===== src/rtl/esfa_bank_pkg.sv =====
// esfa_bank_pkg: shared opcode constants, FSM encoding and response flag
// layout for the ESFA cell bank.
package esfa_bank_pkg;

  localparam logic [2:0] OP_LOOKUP = 3'd0;
  localparam logic [2:0] OP_UPDATE = 3'd1;
  localparam logic [2:0] OP_DELETE = 3'd2;
  localparam logic [2:0] OP_COUNT  = 3'd3;
  localparam logic [2:0] OP_CLEAR  = 3'd4;

  localparam logic [1:0] ST_IDLE = 2'd0;
  localparam logic [1:0] ST_EXEC = 2'd1;
  localparam logic [1:0] ST_RESP = 2'd2;

  // Single-bit response flags travel together in one packed word.
  typedef struct packed {
    logic ok;
    logic err;
  } resp_flags_t;

endpackage


===== src/rtl/esfa_bank_cell.sv =====
// esfa_bank_cell: one ESFA element (valid, code, index, value) with
// combinational match outputs against the broadcast handle/key.
module esfa_bank_cell
  import esfa_bank_pkg::*;
#(
  parameter int DATA_W = 8,
  parameter int CODE_W = 8
) (
  input  logic              clk,
  input  logic              rst,
  input  logic [CODE_W-1:0] handle,
  input  logic [DATA_W-1:0] key,
  input  logic [DATA_W-1:0] wr_data,
  input  logic              wr_alloc,
  input  logic              wr_value,
  input  logic              wr_clear,
  output logic              hit,
  output logic              member,
  output logic              free,
  output logic [DATA_W-1:0] value
);

  logic              valid_q, valid_d;
  logic [CODE_W-1:0] code_q, code_d;
  logic [DATA_W-1:0] index_q, index_d;
  logic [DATA_W-1:0] value_q, value_d;

  // Next entry contents from the write strobes; clear wins over the rest.
  always_comb begin
    valid_d = valid_q;
    code_d  = code_q;
    index_d = index_q;
    value_d = value_q;
    if (wr_alloc) begin
      valid_d = 1'b1;
      code_d  = handle;
      index_d = key;
      value_d = wr_data;
    end else if (wr_value) begin
      value_d = wr_data;
    end
    if (wr_clear) begin
      valid_d = 1'b0;
    end
  end

  // Entry storage; reset empties the cell at once.
  always_ff @(posedge clk or posedge rst) begin
    if (rst) begin
      valid_q <= 1'b0;
      code_q  <= '0;
      index_q <= '0;
      value_q <= '0;
    end else begin
      valid_q <= valid_d;
      code_q  <= code_d;
      index_q <= index_d;
      value_q <= value_d;
    end
  end

  assign member = valid_q && (code_q == handle);
  assign hit    = member && (index_q == key);
  assign free   = !valid_q;
  assign value  = value_q;

endmodule


===== src/rtl/esfa_cell_bank.sv =====
// esfa_cell_bank: NCELLS ESFA cells behind one command port. Each command
// is broadcast to every cell, match vectors are reduced by lowest-index
// priority or popcount, and a registered response is returned.
// Optional macro ESFA_BANK_STATS_EN adds the occupancy/full outputs.
module esfa_cell_bank
  import esfa_bank_pkg::*;
#(
  parameter int NCELLS = 8,
  parameter int DATA_W = 8,
  parameter int CODE_W = 8
) (
  input  logic                         clk,
  input  logic                         rst,
  input  logic                         cmd_valid,
  output logic                         cmd_ready,
  input  logic [2:0]                   cmd_op,
  input  logic [CODE_W-1:0]            cmd_handle,
  input  logic [DATA_W-1:0]            cmd_index,
  input  logic [DATA_W-1:0]            cmd_value,
  output logic                         resp_valid,
  input  logic                         resp_ready,
  output logic                         resp_bool,
  output logic [DATA_W-1:0]            resp_value,
  output logic                         resp_err
`ifdef ESFA_BANK_STATS_EN
  ,
  output logic [$clog2(NCELLS+1)-1:0]  occupancy,
  output logic                         full
`endif
);

  localparam int CNT_W = $clog2(NCELLS + 1);

  logic [1:0]        state_q, state_d;
  logic [2:0]        op_q;
  logic [CODE_W-1:0] handle_q;
  logic [DATA_W-1:0] key_q;
  logic [DATA_W-1:0] wdata_q;
  resp_flags_t       flags_q, flags_d;
  logic [DATA_W-1:0] rvalue_q, rvalue_d;

  logic [NCELLS-1:0] hit_vec, member_vec, free_vec;
  logic [NCELLS-1:0] hit_oh, free_oh;
  logic [NCELLS-1:0] wr_alloc, wr_value, wr_clear;
  logic [DATA_W-1:0] cell_val [NCELLS];
  logic [DATA_W-1:0] hit_val;
  logic [CNT_W-1:0]  mem_cnt;
  logic              hit_any, free_any, exec, accept;

  function automatic logic [CNT_W-1:0] popcnt(input logic [NCELLS-1:0] v);
    logic [CNT_W-1:0] c;
    c = '0;
    for (int i = 0; i < NCELLS; i++) c = c + CNT_W'(v[i]);
    return c;
  endfunction

  function automatic logic [DATA_W-1:0] oh_to_idx(input logic [NCELLS-1:0] oh);
    logic [DATA_W-1:0] r;
    r = '0;
    for (int i = 0; i < NCELLS; i++) if (oh[i]) r = r | DATA_W'(i);
    return r;
  endfunction

  for (genvar g = 0; g < NCELLS; g++) begin : g_cell
    esfa_bank_cell #(
      .DATA_W(DATA_W),
      .CODE_W(CODE_W)
    ) u_cell (
      .clk     (clk),
      .rst     (rst),
      .handle  (handle_q),
      .key     (key_q),
      .wr_data (wdata_q),
      .wr_alloc(wr_alloc[g]),
      .wr_value(wr_value[g]),
      .wr_clear(wr_clear[g]),
      .hit     (hit_vec[g]),
      .member  (member_vec[g]),
      .free    (free_vec[g]),
      .value   (cell_val[g])
    );
  end

  assign exec      = (state_q == ST_EXEC);
  assign cmd_ready = (state_q == ST_IDLE) && !rst;
  assign accept    = cmd_valid && (state_q == ST_IDLE);

  // Isolate the lowest set bit (v & -v) to pick the lowest-numbered cell.
  assign hit_oh   = hit_vec & (~hit_vec + NCELLS'(1));
  assign free_oh  = free_vec & (~free_vec + NCELLS'(1));
  assign hit_any  = |hit_vec;
  assign free_any = |free_vec;
  assign mem_cnt  = popcnt(member_vec);

  // Value of the winning hit cell; zero when nothing hits.
  always_comb begin
    hit_val = '0;
    for (int i = 0; i < NCELLS; i++) if (hit_oh[i]) hit_val = hit_val | cell_val[i];
  end

  // Cell write strobes, only asserted during EXEC so they land at its end.
  always_comb begin
    wr_value = '0;
    wr_alloc = '0;
    wr_clear = '0;
    if (exec) begin
      case (op_q)
        OP_UPDATE: begin
          wr_value = hit_oh;
          wr_alloc = hit_any ? '0 : free_oh;
        end
        OP_DELETE: wr_clear = hit_oh;
        OP_CLEAR:  wr_clear = member_vec;
        default:   ;
      endcase
    end
  end

  // Response word for the registered command.
  always_comb begin
    flags_d  = '0;
    rvalue_d = '0;
    case (op_q)
      OP_LOOKUP: begin
        flags_d.ok = hit_any;
        rvalue_d   = hit_val;
      end
      OP_UPDATE: begin
        if (hit_any) begin
          flags_d.ok = 1'b1;
          rvalue_d   = oh_to_idx(hit_oh);
        end else if (free_any) begin
          flags_d.ok = 1'b1;
          rvalue_d   = oh_to_idx(free_oh);
        end else begin
          flags_d.err = 1'b1;
        end
      end
      OP_DELETE: begin
        flags_d.ok = hit_any;
        rvalue_d   = hit_val;
      end
      OP_COUNT, OP_CLEAR: begin
        flags_d.ok = (mem_cnt != '0);
        rvalue_d   = DATA_W'(mem_cnt);
      end
      default: flags_d.err = 1'b1;
    endcase
  end

  // Sequencing: accept, execute for one cycle, hold response until taken.
  always_comb begin
    state_d = state_q;
    case (state_q)
      ST_IDLE: if (cmd_valid) state_d = ST_EXEC;
      ST_EXEC: state_d = ST_RESP;
      ST_RESP: if (resp_ready) state_d = ST_IDLE;
      default: state_d = ST_IDLE;
    endcase
  end

  // FSM state register.
  always_ff @(posedge clk or posedge rst) begin
    if (rst) state_q <= ST_IDLE;
    else     state_q <= state_d;
  end

  // Command capture at the IDLE handshake; ignored at all other times.
  always_ff @(posedge clk or posedge rst) begin
    if (rst) begin
      op_q     <= OP_LOOKUP;
      handle_q <= '0;
      key_q    <= '0;
      wdata_q  <= '0;
    end else if (accept) begin
      op_q     <= cmd_op;
      handle_q <= cmd_handle;
      key_q    <= cmd_index;
      wdata_q  <= cmd_value;
    end
  end

  // Response registers load at the end of EXEC and hold through RESP.
  always_ff @(posedge clk or posedge rst) begin
    if (rst) begin
      flags_q  <= '0;
      rvalue_q <= '0;
    end else if (exec) begin
      flags_q  <= flags_d;
      rvalue_q <= rvalue_d;
    end
  end

  assign resp_valid = (state_q == ST_RESP);
  assign resp_bool  = flags_q.ok;
  assign resp_err   = flags_q.err;
  assign resp_value = rvalue_q;

`ifdef ESFA_BANK_STATS_EN
  logic [CNT_W-1:0] occ_q, occ_d;

  assign occ_d = popcnt((~free_vec | wr_alloc) & ~wr_clear);

  // Occupancy tracks the cell valid bits as they will be after this edge.
  always_ff @(posedge clk or posedge rst) begin
    if (rst) occ_q <= '0;
    else     occ_q <= occ_d;
  end

  assign occupancy = occ_q;
  assign full      = (occ_q == CNT_W'(NCELLS));
`endif

endmodule


===== config.mk =====
export PLATFORM = sky130hd
export DESIGN_NAME = esfa_cell_bank
export DESIGN_NICKNAME = d
export VERILOG_FILES = /design/src/rtl/esfa_bank_pkg.sv /design/src/rtl/esfa_bank_cell.sv /design/src/rtl/esfa_cell_bank.sv
export SDC_FILE = /design/constraint.sdc
export NUM_CORES = 1
export LEC_CHECK = 0
export CAP_MARGIN = 25
export CORE_MARGIN = 2
export CORE_UTILIZATION = 55
export CTS_BUF_LIST = sky130_fd_sc_hd__clkbuf_4 sky130_fd_sc_hd__clkbuf_8 sky130_fd_sc_hd__clkbuf_16
export DETAILED_ROUTE_END_ITERATION = 8
export DONT_BUFFER_PORTS = 1
export MAX_ROUTING_LAYER = met4
export PLACE_DENSITY = 0.74
export SYNTH_ARGS = -nofsm -noshare
export SYNTH_HDL_FRONTEND = slang
export SYNTH_HIERARCHICAL = 1
export SYNTH_SLANG_ARGS = --single-unit

===== constraint.sdc =====
create_clock -name clk -period 4.9 [get_ports clk]
set_input_delay 0.245 -clock clk [delete_from_list [all_inputs] [get_ports clk]]
set_output_delay 0.245 -clock clk [all_outputs]
set_load 0.1 [all_outputs]

==> Yosys cells after proc, flatten, opt, wreduce, memory -nomap -nowiden <==
Index checks and enable logic that the tools add are counted.
{ "word_totals": {"ram_bits": 0, "n_memories": 0, "reg_bits": 239, "in_bits": 31, "latchBits": 0, "rom_bits": 0} }
{ "op_classes": {"n_shift": 0, "bitwise": 11, "n_addsub": 9, "reduce_logical": 52, "n_mux": 73, "div_mod_pow": 0, "mul": 0, "n_lt_le_gt_ge": 0, "eq_ne": 24} }
{ "ops": {"columns": ["op", "n"], "rows": [
  ["8-bit 2-to-1 mux", 32],
  ["8-bit equality test", 16],
  ["8-bit OR", 7],
  ["2-bit nonzero test", 16],
  ["3-bit 2-to-1 mux", 8],
  ["8-bit one-hot mux with 3 select lines", 1],
  ["1-bit 2-to-1 mux", 22],
  ["1-bit logical AND", 18],
  ["4-bit by 1-bit adder with 4-bit output", 4],
  ["8-bit by 1-bit adder with 8-bit output (second input constant)", 2],
  ["8-bit AND", 2],
  ["8-bit inverter", 2],
  ["8-bit one-hot mux with 2 select lines", 1],
  ["8-bit OR reduction", 2],
  ["2-bit 2-to-1 mux", 6],
  ["1-bit zero test", 9],
  ["3-bit by 2-bit equality test with 1-bit output (second input constant)", 2],
  ["2-bit one-hot mux with 3 select lines", 1],
  ["3-bit by 1-bit adder with 4-bit output", 1],
  ["4-bit nonzero test", 1],
  ["2-bit OR reduction", 2],
  ["4-bit OR reduction", 1],
  ["2-bit by 1-bit adder with 3-bit output", 1],
  ["3-bit by 1-bit equality test with 1-bit output (second input constant)", 1],
  ["11 further kinds", 11]
]} }

==> Longest topological paths before layout <==
Gate-level depths: netlist of run 1.
{ "depth": {"word_depth": 22, "depth_mapped": 15, "mapped_depth_nobuf": 15} }

==> By module <==
The synthesis of run 1 kept the hierarchy.
{ "by_module_without_submodules": {"columns": ["mod", "instances", "cells_each", "area_each_um2", "seq_area_each_um2"], "rows": [
  ["esfa_bank_cell", 8, 78, 1117.3, 625.6],
  ["esfa_cell_bank", 1, 272, 2657.5, 975.9]
]} }

==> Least setup slack after synthesis of run 1 <==
Ideal clock, no wire load.
{ "synth_timing": {"path_type": "register to register", "startpoint": "register handle_q[6]", "endpoint": "register rvalue_q[1], in the netlist resp_value[1]", "arrival_ns": 4.018, "stages_incl_launch_ff": 14, "n_path_buf": 0, "path_slack_ns": 0.758, "path_cell_list": "dfrtp_1 > xnor2_1 > nand3_1 > nor4_2 > fa_1 > inv_1 > fa_1 > fa_1 > inv_1 > ha_1 > fa_1 > and3_2 > a221o_1 > a211o_1"} }
{ "synth_between": {"word_cells_on_any_way": 58, "classes_between": "add/sub: 8; eq/ne: 8; mux: 16; bitwise: 9; reduce/logical: 17"} }
{ "synth_lines": {"columns": ["item", "line", "source"], "rows": [
  ["start: declaration", "esfa_cell_bank.sv:36", "logic [CODE_W-1:0] handle_q;"],
  ["start signal: assignment", "esfa_cell_bank.sv:177", "handle_q <= cmd_handle;"],
  ["8-bit equality test *", "esfa_bank_cell.sv:62", "assign member = valid_q && (code_q == handle);"],
  ["1-bit logical AND *", "esfa_bank_cell.sv:62", null],
  ["via member_vec[1]", "esfa_cell_bank.sv:42", "logic [NCELLS-1:0] hit_vec, member_vec, free_vec;"],
  ["branches (longest 17 deep; another with 3-bit by 1-bit adder with 4-bit output)", null, null],
  ["8-bit one-hot mux with 3 select lines *", "esfa_cell_bank.sv:123", "case (op_q)"],
  ["end signal: assignment", "esfa_cell_bank.sv:190", "rvalue_q <= rvalue_d;"],
  ["end: declaration", "esfa_cell_bank.sv:40", "logic [DATA_W-1:0] rvalue_q, rvalue_d;"]
]} }
Mark *: on every way through the listed nets, which the timed path passes.
A chain may end at the register's enable or synchronous reset.

==> Final worst setup path of run 1 <==
{ "layout_timing": {"startpoint": "register handle_q[6]", "endpoint": "register flags_q, in the netlist resp_bool"} }
{ "layout_between": {"word_cells_on_any_way": 35, "classes_between": "add/sub: 7; eq/ne: 8; mux: 2; reduce/logical: 18"} }
{ "layout_lines": {"columns": ["item", "line", "source"], "rows": [
  ["8-bit equality test *", "esfa_bank_cell.sv:62", null],
  ["1-bit logical AND *", "esfa_bank_cell.sv:62", null],
  ["via member_vec[3]", "esfa_cell_bank.sv:42", null],
  ["3-bit by 1-bit adder with 4-bit output", "esfa_cell_bank.sv:53", "for (int i = 0; i < NCELLS; i++) c = c + CNT_W'(v[i]);"],
  ["4-bit by 1-bit adder with 4-bit output (4 in a row)", "esfa_cell_bank.sv:53", null],
  ["4-bit nonzero test", "esfa_cell_bank.sv:144", "flags_d.ok = (mem_cnt != '0);"],
  ["1-bit one-hot mux with 3 select lines *", "esfa_cell_bank.sv:123", null],
  ["end signal: assignment", "esfa_cell_bank.sv:189", "flags_q <= flags_d;"],
  ["end: declaration", "esfa_cell_bank.sv:39", "resp_flags_t flags_q, flags_d;"]
]} }
The timed path passes the listed nets; every way through them passes the cells marked *.

==> results.cfg, run 1 <==
[power_and_ir_drop]
leakage_nw = 6.40
power.density_nw_per_um2 = 498
vdd_drop_max_v = 0.000222

[synthesis]
synth.most_common_cell = dfrtp_1
synth_edf_count = 0
synth_common_cells = dfrtp_1 (239), mux2_1 (136), mux2_2 (83)
yosysUniqueCellTypes = 56
yosys_register_bits = 239
synth_flop_cell = dfrtp_1
synthCells = 896
syn-cell-area_um2 = 11600
yosysTopAreaCell = dfrtp_1
syn_nets = 934
async_flop_share_pct = 100
synth_top_area_share_pct = 51.6
ys_top_cells_by_area = dfrtp_1 (52%), mux2_1 (13%), mux2_2 (8.1%), xor2_1 (5.4%), xnor2_1 (4.3%)
yosysWarnings = 6
avgSynthCellArea_um2 = 12.9
seq_area_frac_synth_pct = 51.6

[die]
start_util_pct = 55.5
ios = 43
die_h_um = 149
fp.coreArea_um2 = 20900
dieArea_um2 = 22300
die_x_um = 149
rows = 53

[sta]
fin_ws_ns = 0.423
hold_viol = 0
finalCritPeriodShare_pct = 91.4
worstMarginPinSlew_ns = 0.966
setup_viol = 0
grt_setup_unrepaired = false
tns_ns = 0
drv_slew = 0
fmax_ghz = 0.223
skew_ns = 0.00956
relSlewSlack_pct = 35.6
min_period_ns = 4.48

[finish]
nFillCells = 1589
antenna_cells = 0
stdcell_area_um2 = 13200
seq_area_um2 = 5980
syn_to_final_growth_pct = 13.5
fin_nets = 990
drive_above_1_share_pct = 19.7
multi_input_area_um2 = 5300

[global_route]
grt_max_degree = 40
top_usage_layer = met2
grt_use_met2_pct = 43.9
gr-total-overflow = 0
grt_pass1_vias = 7633
grt_pass1_wl_mm = 44.2
use_met3_pct = 4.65
antenna_found_initial = 0
grt_usage_pct = 27.0
grt_use_met1_pct = 35.1

[routing]
vias = 7386
postRouteAntennaNets = 0
drc = 0
drt_wl_total_mm = 27.8
post_drt_via_cell_ratio = 5.94
drt_first_pass_iters = 5
wl_per_cell_um = 22.3
drt-initial-drc-count = 377

[worst_setup_path]
worstPathArrival_ns = 4.88
cp_common_cell = fa_1
worst_setup_path_start_kind = register
cp_max_fo = 10
worstSetupPathType = reg -> reg
required_ns = 5.31
crit_chain = xnor2_1 > nand3_1 > nor4_2 > fa_1 > inv_1 > fa_1 > fa_1 > inv_1 > ha_1 > fa_1 > xnor2_1 > o211ai_1 > a22oi_1 > nand3_1 > a22o_1
crit_slowest_cell = dfrtp_1
critPathCaptureType = register
cpPeakStageDelay_ns = 0.60

[place]
placement.cell_area_um2 = 12000
post-place-ws_ns = 0.464
port_buffers = 0
place.gp.congestion = 0.970
dpl.hpwl_mm = 18.7

[job]
drv_cap = 0

[cts]
clkTransAtPathRegs_ns = 0.06
cts_made_buffers = 25
cts_buffer_depth = 3
cts_root_buf = clkbuf_16
htree_levels = 1
cts_sinks = 239
clock_latency_ns = 0.52
cts_post_setup_buffers_inserted = 0
cts_tree = done

[run_status]
status = completed

[min_path]
hp-class = in -> reg
[layout by cell type, fill, tap and decap left out, types with 9 or more instances in the layout]
| master | netlist | layout |
|---|---|---|
| mux2_1 | 136 | 136 |
| a22oi_1 | 22 | 22 |
| mux2_2 | 83 | 83 |
| buf_4 | 11 | 31 |
| clkbuf_16 | 1 | 26 |
| nand2_1 | 15 | 15 |
| nor2_1 | 41 | 41 |
| nor4_2 | 8 | 9 |
| nor4_1 | 18 | 17 |
| nand4_1 | 9 | 9 |
| xnor2_1 | 57 | 57 |
| nand3_1 | 12 | 12 |
| dfrtp_1 | 239 | 239 |
| and3_1 | 17 | 17 |
| dlygate4sd3_1 | 0 | 29 |
| a22o_1 | 9 | 9 |
| inv_1 | 22 | 21 |
| xor2_1 | 72 | 72 |
[logic make-up (layout without fill, tap and decap cells)]
| kind of cell | count (synthesis) | after routing | synth area share, % |
|---|---|---|---|
| DFF | 239 | 239 | 51.6 |
| muxes | 219 | 219 | 21.3 |
| and+or+nand+nor | 161 | 161 | 8.57 |
| xor gates and xnor gates | 129 | 129 | 9.74 |
| AOI/OAI and AO/OA | 77 | 77 | 4.89 |
| buffers and inverters | 64 | 137 | 2.95 |
| adders and majority gates | 7 | 7 | 1.01 |
[stage by stage]
step                utilization, %  hold slack, ns  power [mW]  cells
floorplan                        -           0.272        4.08    896
global placement              57.4          0.0913        4.57   1169
detailed placement            57.4          0.0875        4.62   1169
CTS                           62.8           0.229        6.58   1242
global route                  63.0           0.245        6.88   1244
finish                        63.0           0.235        6.55   1244
[worst max-delay path: cells and delay by family (launching register included)]
kind	cells	cell delay [ns]
fa+ha+maj	5	2.10
buf+inv	2	0.12
simple gates	3	0.65
xor+xnor	2	0.37
flops	1	0.60
compound gates	3	0.52
[repair_timing]
action | CTS | global route
gates resized for setup | 0 | 0
hold buffers | 29 | 0
hold endpoints to repair | 223 | 0
[layer usage]
layer / up-vias / wire length, um
li1: 3315 / -
met1: 3759 / 11600
met2: 262 / 13500
met3: 50 / 2050
met4: 0 / 622
met5: - / 0
[report_power, final]
group          internal (mW)  switching (mW)  leakage, nW
Combinational          0.790           0.834         2.74
Clock                   1.17           0.763        0.430
Sequential              2.33           0.667         3.22
[worst paths after layout]
| kind | cells past startpoint | to | start | slack, ns |
|---|---|---|---|---|
| max in group asynchronous | 3 | g_cell[4].u_cell/code_q[5]$_DFFE_PP0P_ | rst | 3.71 |
| max | 15 | resp_bool$_DFFE_PP0P_ | handle_q[6]$_DFFE_PP0P_ | 0.42 |
| min | 2 | wdata_q[4]$_DFFE_PP0P_ | cmd_valid | 0.24 |
| min reg2reg | 1 | g_cell[5].u_cell/value[7]$_DFFE_PP0P_ | g_cell[5].u_cell/value[7]$_DFFE_PP0P_ | 0.49 |
| max reg2reg | 15 | resp_bool$_DFFE_PP0P_ | handle_q[6]$_DFFE_PP0P_ | 0.42 |
| min in group asynchronous | 2 | key_q[4]$_DFFE_PP0P_ | rst | 0.30 |
[area by class of cell]
cell class,instances,share of cell area (%)
multi-input cells,593,40.2
clock buffers,35,5.70
inverters,30,0.856
repair buffers,63,4.43
clock inverters,9,0.722
well taps,275,2.61
flip-flops and latches,239,45.4
[state kept, by name (all words and copies together), names as in the netlist]
signal and flops:
resp_err 1, g_cell.u_cell/index_q 64, resp_bool 1, g_cell.u_cell/valid_q 8, op_q 3, resp_value 8
g_cell.u_cell/code_q 64, state_q 2, g_cell.u_cell/value 64, wdata_q 8, handle_q 8, key_q 8
Power figures use the tool's default switching activity.
==> run 2, diff against run 1 <==
CORE_UTILIZATION = 29   (was 55)
PLACE_DENSITY = 0.47   (was 0.74)
==> results.cfg, run 2 (same netlist as run 1, synthesis figures left out) <==
[place]
dpl.hpwl_mm = 22.0
port_buffers = 0
post-place-ws_ns = 0.577
numPlacedInstances = 1427
place.gp.congestion = 0.807

[finish]
fin_cells = 1507
post-route-util_pct = 34.4
fin_nets = 999
final_common_cell = dfrtp_1
syn_to_final_growth_pct = 17.6
drive_above_1_share_pct = 20.8
final_cell_mix = dfrtp_1 (239), mux2_1 (136), mux2_2 (83)

[cts]
htree_levels = 1
cts_made_buffers = 28
cts_sinks = 239
cts_buffer_depth = 3
cts_root_buf = clkbuf_16
clock_latency_ns = 0.55
clkTransAtPathRegs_ns = 0.06
cts_resized = 0
cts_post_setup_buffers_inserted = 0
cts_hold_buf = 29
cts_tree = done

[worst_setup_path]
crit_chain = xnor2_1 > nand3_1 > nor4_2 > fa_1 > inv_1 > fa_1 > fa_1 > inv_1 > ha_1 > fa_1 > xnor2_1 > o211ai_1 > a22oi_1 > nand3_1 > a22o_1
worst_setup_path_start_kind = register
reg2reg_from = handle_q[6]$_DFFE_PP0P_
worstPathArrival_ns = 4.76
required_ns = 5.33
cpPeakStageDelay_ns = 0.60
cp_common_cell = fa_1
cp_max_fo = 10
crit_slowest_cell = dfrtp_1
rrSetupSlack_ns = 0.58
worstSetupPathType = reg -> reg
reg2reg_depth = 15
critPathCaptureType = register
worst_r2r_endpoint = resp_bool$_DFFE_PP0P_

[min_path]
hp-start = cmd_valid
hp-class = in -> reg
hold_path_end = state_q[0]$_DFFE_PP0P_
whs_path_depth = 2

[routing]
wl_per_cell_um = 20.6
post_drt_via_cell_ratio = 4.71
postRouteAntennaNets = 0
drt_first_pass_iters = 4
drt_wl_total_mm = 31.1
drc = 0
vias = 7093
drt-initial-drc-count = 367

[sta]
worstMarginPinSlew_ns = 0.954
hold_viol = 0
fin_hold_ws_ns = 0.133
fin_ws_ns = 0.577
drv_slew = 0
finalCritPeriodShare_pct = 88.2
grt_setup_unrepaired = false
min_period_ns = 4.32
skew_ns = 0.0139
setup_viol = 0
fmax_ghz = 0.231
tns_ns = 0
relSlewSlack_pct = 36.4

[run_status]
status = completed

[die]
die_x_um = 204
rows = 73
fp.coreArea_um2 = 39600
ios = 43
start_util_pct = 29.3
dieArea_um2 = 41600
die_h_um = 204

[global_route]
antenna_found_initial = 2
grt_max_degree = 31
grt_pass1_vias = 7443
grt_usage_pct = 15.7
grt_pass1_wl_mm = 47.9
gr-total-overflow = 0

[job]
drv_cap = 0

[power_and_ir_drop]
leakage_nw = 6.47
power.density_nw_per_um2 = 498
vdd_drop_max_v = 0.000244
==> run 2: worst max-delay path by stage <==
stage	cells after the start	endpoint	slack (ns)	startpoint
6_report	15	resp_bool$_DFFE_PP0P_	0.58	handle_q[6]$_DFFE_PP0P_
5_1_grt	15	resp_bool$_DFFE_PP0P_	0.27	handle_q[6]$_DFFE_PP0P_
3_5_place_dp	15	resp_bool$_DFFE_PP0P_	0.58	handle_q[6]$_DFFE_PP0P_
3_3_place_gp	15	resp_bool$_DFFE_PP0P_	0.63	handle_q[6]$_DFFE_PP0P_
2_1_floorplan	13	resp_value[1]$_DFFE_PP0P_	0.76	handle_q[6]$_DFFE_PP0P_
4_1_cts	15	resp_bool$_DFFE_PP0P_	0.58	handle_q[6]$_DFFE_PP0P_
==> run 2: critical path, delay by kind of cell (launching register included) <==
kind	cells	cell delay [ns]
AO/OA/AOI/OAI	3	0.52
flip-flops	1	0.60
buffers and inverters	2	0.12
XOR/XNOR	2	0.36
AND/OR/NAND/NOR	3	0.56
adder cells (fa/ha/maj)	5	2.05
==> run 2: cell type report <==
| cell class | instances | area (um^2) |
|---|---|---|
| well taps | 525 | 657 |
| inverters | 30 | 113 |
| diodes | 1 | 2.50 |
| flip-flops and latches | 239 | 5980 |
| multi-input cells | 593 | 5310 |
| clock inverters | 7 | 63.8 |
| clock buffers | 43 | 881 |
| fillers | 3944 | 26000 |
| repair buffers | 69 | 633 |
==> run 2: power breakdown <==
group,switching [mW],leakage [nW],internal (mW)
clock,0.823,0.481,1.28
combinational,0.887,2.77,0.814
sequential,0.651,3.22,2.33
total,2.36,6.47,4.43
==> run 2: per-stage QoR <==
| stage | cell area [um^2] | power [mW] |
|---|---|---|
| after global routing | 13600 | 7.21 |
| final | 13600 | 6.79 |
| after detailed placement | 12400 | 4.73 |
| after floorplan | 11600 | 4.08 |
| after CTS | 13600 | 6.90 |
| after global placement | 12400 | 4.73 |
==> run 2: metal layers <==
layer  part of all wire [%]  GRT usage, %  vias to the layer above
li1                       -             -                     3328
met1                     47          21.0                     3611
met2                     47          25.2                      108
met3                    3.6          2.15                       46
met4                    2.5          3.88                        0
met5                      0             -                        -
==> run 3, diff against run 2 <==
CORE_MARGIN = not set   (was 2)
PLACE_DENSITY = 0.39   (was 0.47)
==> results.cfg, run 3 (same netlist as run 1, synthesis figures left out) <==
[cts]
clkTransAtPathRegs_ns = 0.06
cts_hold_buf = 29
cts_root_buf = clkbuf_16
cts_resized = 0
htree_levels = 1
cts_sinks = 239
cts_post_setup_buffers_inserted = 0
cts_buffer_depth = 3
cts_made_buffers = 29
clock_latency_ns = 0.56
cts_tree = done

[routing]
dr_wl_met2_mm = 15.8
drc = 0
postRouteAntennaNets = 0
drt_wl_total_mm = 33.6
drt-initial-drc-count = 310
wl_per_cell_um = 22.4
met1_length_mm = 16.1
wl_met3_mm = 1.07
top_layer = met4
post_drt_via_cell_ratio = 4.80
drt_first_pass_iters = 8
vias = 7196

[place]
place.gp.congestion = 0.834
dpl.hpwl_mm = 22.5
port_buffers = 0
numPlacedInstances = 1416

[global_route]
grt_pass1_wl_mm = 52.1
grt_pass1_vias = 7732
gr-total-overflow = 0
grt_max_degree = 40
antenna_found_initial = 1
grt_usage_pct = 17.6

[die]
dieArea_um2 = 40800
die_h_um = 202
ios = 43
rows = 72
fp.coreArea_um2 = 39000
start_util_pct = 29.7
die_x_um = 202

[worst_setup_path]
required_ns = 5.34
reg2reg_from = handle_q[7]$_DFFE_PP0P_
worst_setup_path_start_kind = register
critPathCaptureType = register
cp_common_cell = fa_1
cpPeakStageDelay_ns = 0.71
crit_slowest_cell = dfrtp_1
cp-startpoint = handle_q[7]$_DFFE_PP0P_
crit_chain = xnor2_1 > nand3_1 > nor4_2 > fa_1 > inv_1 > fa_1 > fa_1 > inv_1 > ha_1 > fa_1 > xnor2_1 > o211ai_1 > a22oi_1 > nand3_1 > a22o_1
path_delay_family = adder cells
cp_num_buf_inv = 2
worstPathArrival_ns = 4.94
cp_max_fo = 13
worstSetupPathType = reg -> reg

[finish]
final_cell_mix = dfrtp_1 (239), mux2_1 (136), mux2_2 (83)
nFillCells = 3829
fin_nets = 996
final_common_cell = dfrtp_1
drive_above_1_share_pct = 20.9
fin_cells = 1499
syn_to_final_growth_pct = 17.2

[min_path]
hp-start = cmd_valid
hp-class = in -> reg

[job]
drv_cap = 0

[sta]
drv_slew = 0
hold_viol = 0
setup_viol = 0
min_period_ns = 4.49
finalCritPeriodShare_pct = 91.7
fmax_ghz = 0.223
worstMarginPinSlew_ns = 1.04
grt_setup_unrepaired = false
skew_ns = 0.0155
tns_ns = 0
relSlewSlack_pct = 30.1

[power_and_ir_drop]
vdd_drop_max_v = 0.000202
leakage_nw = 6.45
internal_power_mw = 4.42
pwr-share-seq_pct = 44.6
power.switching_mw = 2.42
comb_power_share_pct = 24.2
p_sw_share_pct = 35.4
p_clk_share_pct = 31.1
power.density_nw_per_um2 = 503

[run_status]
status = completed
run 3: changes by cell type in the layout (fill, tap and decap cells not counted), sizes merged:
cell	before	now
clkinvlp	0	1
inv	22	21
clkbuf	44	46
clkinv	14	15
bufinv	1	0
buf	39	36
run 3: final timing paths:
path | to | slack, ns | cells after the start
max in group asynchronous | g_cell[4].u_cell/index_q[6]$_DFFE_PP0P_ | 3.85 | 2
min in group asynchronous | g_cell[7].u_cell/code_q[1]$_DFFE_PP0P_ | 0.36 | 2
max | resp_bool$_DFFE_PP0P_ | 0.41 | 15
min | wdata_q[7]$_DFFE_PP0P_ | 0.09 | 2
min reg2reg | g_cell[4].u_cell/value[1]$_DFFE_PP0P_ | 0.49 | 1
max reg2reg | resp_bool$_DFFE_PP0P_ | 0.41 | 15
run 3: layout make-up:
cell class / instances / area (um^2) / share of cell area (%)
antenna: 1 / 2.50 / 0.0184
clock buffer: 46 / 916 / 6.74
clock inverter: 7 / 41.3 / 0.304
inverter: 30 / 113 / 0.828
multi-input combinational: 593 / 5310 / 39.1
sequential: 239 / 5980 / 44.0
tap: 518 / 648 / 4.77
timing repair buffer: 65 / 581 / 4.27
run 3: layer usage:
metal / vias to the layer above / GRT usage, %
li1: 3327 / -
met1: 3712 / 23.7
met2: 109 / 28.2
met3: 48 / 2.24
met4: 0 / 4.11
met5: - / -
run 3: per-stage QoR:
stage | utilization, % | hold slack (ns) | total power, mW | setup slack, ns | cell area (um^2)
6_report | 34.8 | 0.0896 | 6.84 | 0.408 | 13600
5_1_grt | 34.8 | 0.0773 | 7.28 | 0.0901 | 13600
4_1_cts | 34.8 | 0.0526 | 6.97 | 0.418 | 13600
3_5_place_dp | 31.6 | 0.155 | 4.77 | 0.442 | 12300
3_3_place_gp | 31.6 | 0.156 | 4.77 | 0.482 | 12300
2_1_floorplan | - | 0.272 | 4.08 | 0.758 | 11600
run 3: power by group through the flow:
stage | logic, mW | clock network [mW] | registers [mW]
3_5_place_dp | 1.67 | 0 | 3.11
6_report | 1.66 | 2.13 | 3.05
5_1_grt | 1.85 | 2.29 | 3.14
3_3_place_gp | 1.67 | 0 | 3.10
4_1_cts | 1.70 | 2.21 | 3.07
2_1_floorplan | 1.16 | 0 | 2.92
